[src/rtl/sfx_scheduler_if.sv]
// Bundle between the game-event side and the sound-effect scheduler.
// The master side (game FSM) raises request/abort pulses; the slave side
// (scheduler) drives the tone generator controls and status.
interface sfx_scheduler_if #(
  parameter int unsigned NREQ = 4
);
  logic [NREQ-1:0] req_pulse;
  logic            abort;
  logic            tone_en;
  logic [25:0]     half_period;
  logic            busy;
  logic [1:0]      active_id;
  logic [1:0]      note_idx;
  logic            done;

  modport master (
    output req_pulse, abort,
    input  tone_en, half_period, busy, active_id, note_idx, done
  );

  modport slave (
    input  req_pulse, abort,
    output tone_en, half_period, busy, active_id, note_idx, done
  );
endinterface

[src/rtl/sfx_scheduler.sv]
// Sound-effect scheduler: latches event pulses, grants the single tone
// generator to the lowest-numbered pending requester and plays that
// requester's note sequence from a fixed table.
// Optional macro SFX_GAP_EN inserts a silent gap of GAP_TICKS cycles
// between consecutive notes of a sequence.
module sfx_scheduler #(
  parameter int unsigned NREQ       = 4,
  parameter int unsigned NOTE_TICKS = 6250000,
  parameter int unsigned GAP_TICKS  = 500000
) (
  input  logic          clk,
  input  logic          rst,
  sfx_scheduler_if.slave bus
);

`ifdef SFX_GAP_EN
  typedef enum logic [1:0] {IDLE = 2'd0, PLAY = 2'd1, GAP = 2'd2} state_t;
  localparam logic [25:0] GAP_LAST = 26'(GAP_TICKS - 1);
`else
  typedef enum logic [1:0] {IDLE = 2'd0, PLAY = 2'd1} state_t;
`endif

  localparam logic [25:0] NOTE_LAST = 26'(NOTE_TICKS - 1);

  // Half-period per (requester, slot); a zero entry terminates the sequence.
  function automatic logic [25:0] note_table(input logic [1:0] id, input logic [1:0] idx);
    logic [25:0] v;
    v = 26'd0;
    case ({id, idx})
      4'b00_00: v = 26'd170648;
      4'b00_01: v = 26'd50607;
      4'b01_00: v = 26'd113636;
      4'b10_00: v = 26'd95557;
      4'b10_01: v = 26'd75844;
      4'b10_10: v = 26'd63776;
      4'b11_00: v = 26'd63776;
      4'b11_01: v = 26'd47778;
      4'b11_10: v = 26'd63776;
      4'b11_11: v = 26'd47778;
      default:  v = 26'd0;
    endcase
    return v;
  endfunction

  state_t          state;
  logic [NREQ-1:0] pending;
  logic [25:0]     cnt;
  logic            tone_en;
  logic [25:0]     half_period;
  logic            busy;
  logic [1:0]      active_id;
  logic [1:0]      note_idx;
  logic            done;

  logic [1:0]      first_id;
  logic            any_pending;
  logic [NREQ-1:0] grant_mask;
  logic [25:0]     next_hp;
  logic            last_note;

  // Fixed priority: lowest set pending index wins.
  always_comb begin
    first_id    = 2'd0;
    any_pending = |pending;
    for (int i = int'(NREQ) - 1; i >= 0; i--) begin
      first_id = pending[i] ? 2'(i) : first_id;
    end
    grant_mask = {{(NREQ-1){1'b0}}, 1'b1} << first_id;
  end

  // Look ahead to the next slot to decide between advancing and finishing.
  always_comb begin
    next_hp   = note_table(active_id, note_idx + 2'd1);
    last_note = (note_idx == 2'd3) || (next_hp == 26'd0);
  end

  // Main sequencer: pending latch, grant, note timing and registered outputs.
  always_ff @(posedge clk) begin
    if (rst) begin
      state       <= IDLE;
      pending     <= '0;
      cnt         <= 26'd0;
      tone_en     <= 1'b0;
      half_period <= 26'd0;
      busy        <= 1'b0;
      active_id   <= 2'd0;
      note_idx    <= 2'd0;
      done        <= 1'b0;
    end else if (bus.abort) begin
      // Abort beats any request arriving on the same edge.
      state   <= IDLE;
      pending <= '0;
      cnt     <= 26'd0;
      tone_en <= 1'b0;
      busy    <= 1'b0;
      done    <= 1'b0;
    end else begin
      done    <= 1'b0;
      pending <= pending | bus.req_pulse;
      case (state)
        IDLE: begin
          if (any_pending) begin
            // New pulse for the granted requester re-arms it (set wins).
            pending     <= (pending & ~grant_mask) | bus.req_pulse;
            active_id   <= first_id;
            note_idx    <= 2'd0;
            half_period <= note_table(first_id, 2'd0);
            tone_en     <= 1'b1;
            busy        <= 1'b1;
            cnt         <= 26'd0;
            state       <= PLAY;
          end else begin
            state <= IDLE;
          end
        end
        PLAY: begin
          if (cnt == NOTE_LAST) begin
            cnt <= 26'd0;
            if (last_note) begin
              state   <= IDLE;
              tone_en <= 1'b0;
              busy    <= 1'b0;
              done    <= 1'b1;
            end else begin
`ifdef SFX_GAP_EN
              state   <= GAP;
              tone_en <= 1'b0;
`else
              note_idx    <= note_idx + 2'd1;
              half_period <= next_hp;
`endif
            end
          end else begin
            cnt <= cnt + 26'd1;
          end
        end
`ifdef SFX_GAP_EN
        GAP: begin
          if (cnt == GAP_LAST) begin
            cnt         <= 26'd0;
            note_idx    <= note_idx + 2'd1;
            half_period <= next_hp;
            tone_en     <= 1'b1;
            state       <= PLAY;
          end else begin
            cnt <= cnt + 26'd1;
          end
        end
`endif
        default: begin
          state   <= IDLE;
          cnt     <= 26'd0;
          tone_en <= 1'b0;
          busy    <= 1'b0;
        end
      endcase
    end
  end

  assign bus.tone_en     = tone_en;
  assign bus.half_period = half_period;
  assign bus.busy        = busy;
  assign bus.active_id   = active_id;
  assign bus.note_idx    = note_idx;
  assign bus.done        = done;

endmodule

[src/flat_wrapper.sv]
// flat-port wrapper written by rule: the top's interface ports become plain ports
module sfx_scheduler_flat 
#(
  parameter int unsigned NREQ       = 4,
  parameter int unsigned NOTE_TICKS = 6250000,
  parameter int unsigned GAP_TICKS  = 500000
)
  (clk, rst, bus_req_pulse, bus_abort, bus_tone_en, bus_half_period, bus_busy, bus_active_id, bus_note_idx, bus_done);
  sfx_scheduler_if #(.NREQ(NREQ)) bus_i ();
  input  logic clk;
  input  logic rst;
  input wire logic [$bits(bus_i.req_pulse)-1:0] bus_req_pulse;
  input wire logic [$bits(bus_i.abort)-1:0] bus_abort;
  output wire logic [$bits(bus_i.tone_en)-1:0] bus_tone_en;
  output wire logic [$bits(bus_i.half_period)-1:0] bus_half_period;
  output wire logic [$bits(bus_i.busy)-1:0] bus_busy;
  output wire logic [$bits(bus_i.active_id)-1:0] bus_active_id;
  output wire logic [$bits(bus_i.note_idx)-1:0] bus_note_idx;
  output wire logic [$bits(bus_i.done)-1:0] bus_done;
  assign bus_i.req_pulse = bus_req_pulse;
  assign bus_i.abort = bus_abort;
  assign bus_tone_en = bus_i.tone_en;
  assign bus_half_period = bus_i.half_period;
  assign bus_busy = bus_i.busy;
  assign bus_active_id = bus_i.active_id;
  assign bus_note_idx = bus_i.note_idx;
  assign bus_done = bus_i.done;
  sfx_scheduler #(.NREQ(NREQ), .NOTE_TICKS(NOTE_TICKS), .GAP_TICKS(GAP_TICKS)) u_core (.clk(clk), .rst(rst), .bus(bus_i));
endmodule
[config.mk]
export PLATFORM = sky130hd
export DESIGN_NAME = sfx_scheduler_flat
export DESIGN_NICKNAME = d
export VERILOG_FILES = /design/src/rtl/sfx_scheduler_if.sv /design/src/rtl/sfx_scheduler.sv /design/src/flat_wrapper.sv
export SDC_FILE = /design/constraint.sdc
export NUM_CORES = 1
export LEC_CHECK = 0
export CAP_MARGIN = 20
export CORE_UTILIZATION = 35
export CTS_BUF_LIST = sky130_fd_sc_hd__clkbuf_8
export DETAILED_ROUTE_END_ITERATION = 10
export PLACE_DENSITY_LB_ADDON = 0.05
export SYNTH_ARGS = -nofsm -noshare
export SYNTH_HDL_FRONTEND = slang
export SYNTH_SLANG_ARGS = --single-unit
[constraint.sdc]
create_clock -name clk -period 2.3 [get_ports clk]
set_input_delay 0.345 -clock clk [delete_from_list [all_inputs] [get_ports clk]]
set_output_delay 0.345 -clock clk [all_outputs]
set_load 0.01 [all_outputs]
==> metrics.txt <==
status=finished, final reports clean; H-tree depth=2; CP startpoint=u_core.cnt[7]; drt drc=0; core area=8300 um^2; P per Cell Area=490 nW/um^2; row count=33; switch share=27.8%; cell taking the most area after synthesis=dfxtp_1; gr usage total=19.6%; worst hold start=u_core.bus.half_period[9]; Setup crit end kind=flip-flop; top-count cell post-synth=dfxtp_1; synthesized area per cell=7.93 um^2; layout cells sized above 1=14.2%; vias in the first global route=2660; post-layout util=45.3%; initial DRC count=189; worst skew pair latency=0.31 ns; Setup TNS Final=0 ns; starting density of the core=36.4%; Yosys top cell area share=34.4%; leakage power=1.34 nW; post-synthesis simple-gate area fraction=25.8%; Final GP Congestion=0.878; Area Growth Syn to Fin=24.3%; Routed Antenna Nets=0; clock skew=0.0135 ns; worst hold path stage count=2; CP Class=flip-flop to flip-flop; synthesized instance count=381; clk root buf=clkbuf_8; largest family of logic cells by synthesized area=simple AND/OR/NAND/NOR gates; Max-Cap Viols=0; reg-to-reg startpoint=u_core.cnt[7]; port buffer count=31; nets@finish=449; Psw=0.000512 W; EDFF count, synth=0; crit start category=flip-flop; CTS max path bufs=2; routed vias=2905; Final Max Tran Viols=0; part of the power in registers=51.8%; ys flop type=dfxtp_1; WL final=8.09 mm; Compound-Gate Fraction of Synth Area=24.3%; fmax=0.451 GHz; Hold Vio Cnt, Final=0; RSZ-0062 raised after global routing=no; WL per Instance=15.1 um; Synth Area in XOR/XNOR=0%; slew margin rel.=63.3%; post-synthesis adder-cell area fraction=4.97%; DP Worst Slack=0.143 ns; fin worst setup slack=0.0810 ns; vias per cell=5.42; CP max FO=31; IR drop worst, VDD=235 uV; final setup fails=0; Clock transition at path regs=0.10 ns; worst endpoint required time=2.51 ns; Die X=94.9 um; Tightest Pin Transition=0.546 ns; Gate power share=18.0%; first-pass GRT wire length=13.8 mm; CTS tree=built; HPWL after DPL=6.09 mm; I/O Pins=40; # diodes=0; drt pass-1 iters=5; WP data arrival=2.43 ns; Worst R2R Path Depth=7; flops & latches, synth=52; ys async rst share=0%; crit-path cells=or4_4, nor4_4, buf_4, a21boi_2, buf_12, and3_1, a211o_1; die area=9010 um^2; largest net degree at the start of global routing=32; Tcrit/Tclk final=96.5%; CP max stage cell=or4_4; Post-synth top cells=dfxtp_1, a21oi_1, nand2_1; Post-Syn Area=3020 um^2; clk sinks=52; Die H=94.9 um; GRT Residual Overflow=0; Period minus WS final=2.22 ns; CTS Buf Count=5; cell internal pwr=0.00133 W; post-synthesis sequential area ratio=34.4%; largest stage delay on the critical path=0.55 ns; hold_buf cts=0; synth warn=0; mux cell area share after synthesis=2.40%; initial antenna violation count=0; Area contributors post-synth=dfxtp_1, a21oi_1, ha_1; worst hold path type=flip-flop to flip-flop; Clock power frac=30.3%; Yosys cell types=51
sequential cells by signal (all words and copies together) (netlist names):
name,count
u_core.bus.note_idx,2
u_core.bus.half_period,15
u_core.bus.done,1
u_core.state,1
u_core.bus.tone_en,1
u_core.bus.active_id,2
u_core.cnt,26
u_core.pending,4
final timing paths:
| check | to | slack, ns |
|---|---|---|
| worst min register to register | u_core.bus.half_period[9] | 0.46 |
| worst max-delay path | u_core.cnt[12] | 0.08 |
| worst max register to register | u_core.cnt[12] | 0.08 |
| worst min-delay path | u_core.bus.half_period[9] | 0.46 |
cells in the final DEF (no fill, tap or decap), drive strengths merged, types with 3 or more instances in the layout:
cell type,count
a211oi,13
a21oi,30
a22oi,3
a311oi,5
a31oi,12
a41oi,4
and2,5
and3,6
buf,37
clkbuf,6
clkdlybuf4s50,31
conb,8
dfxtp,52
ha,12
inv,18
mux2i,5
nand2,30
nand2b,4
nand3,23
nand4,10
nor2,29
nor2b,6
nor3,8
nor3b,4
nor4,5
o211ai,4
o21a,3
o21ai,18
or3,9
or4,5
layer usage:
layer  up-vias  track usage [%]  share of wire (%)
li1       1495                -                  -
met1      1333             29.8                 51
met2        72             28.3                 43
met3         5             4.03                6.1
met4         0             3.79               0.70
met5         -                0                  0
power by group through the flow:
stage                     sequential (W)  combinational (W)  clock (W)
after floorplan                 0.000983           0.000183          0
after global placement          0.000974           0.000330          0
after detailed placement        0.000974           0.000330          0
after CTS                       0.000953           0.000332   0.000579
after global routing            0.000958           0.000369   0.000623
final                           0.000953           0.000331   0.000557
what timing repair did:
action	CTS	global route
buffers inserted	0	3
setup endpoints to repair	0	14
resized for setup	0	7
layout make-up:
type	instances	area, um^2
Fill cell	840	4540
Tap cell	105	131
Clock inverter	2	11.3
Sequential cell	52	1040
Inverter	17	63.8
Timing Repair Buffer	68	626
Multi-Input combinational cell	286	1800
Clock buffer	6	82.6
stage by stage:
stage	cell area (um^2)	power [W]	hold WS (ns)	instances
after floorplan	3060	0.00117	0.434	388
after global placement	3620	0.00130	0.445	525
after detailed placement	3620	0.00130	0.452	525
after CTS	3710	0.00186	0.465	533
after global routing	3760	0.00195	0.487	536
final	3760	0.00184	0.463	536
worst max-delay path, delay by kind of cell, from the launching register on:
| family | cells | cell delay [ns] |
|---|---|---|
| AOI/OAI and AO/OA | 2 | 0.27 |
| DFF | 1 | 0.36 |
| and+or+nand+nor | 3 | 1.13 |
| buffers and inverters | 2 | 0.34 |
cells by family (layout without fill, tap and decap cells):
kind of cell	after synthesis	after routing
AND/OR/NAND/NOR	148	148
AO/OA/AOI/OAI	111	111
flip-flops	52	52
buffers and inverters	50	93
adder cells (fa/ha/maj)	12	12
multiplexers	7	7
other	1	8
No activity file was read; power rests on OpenSTA's default activity.
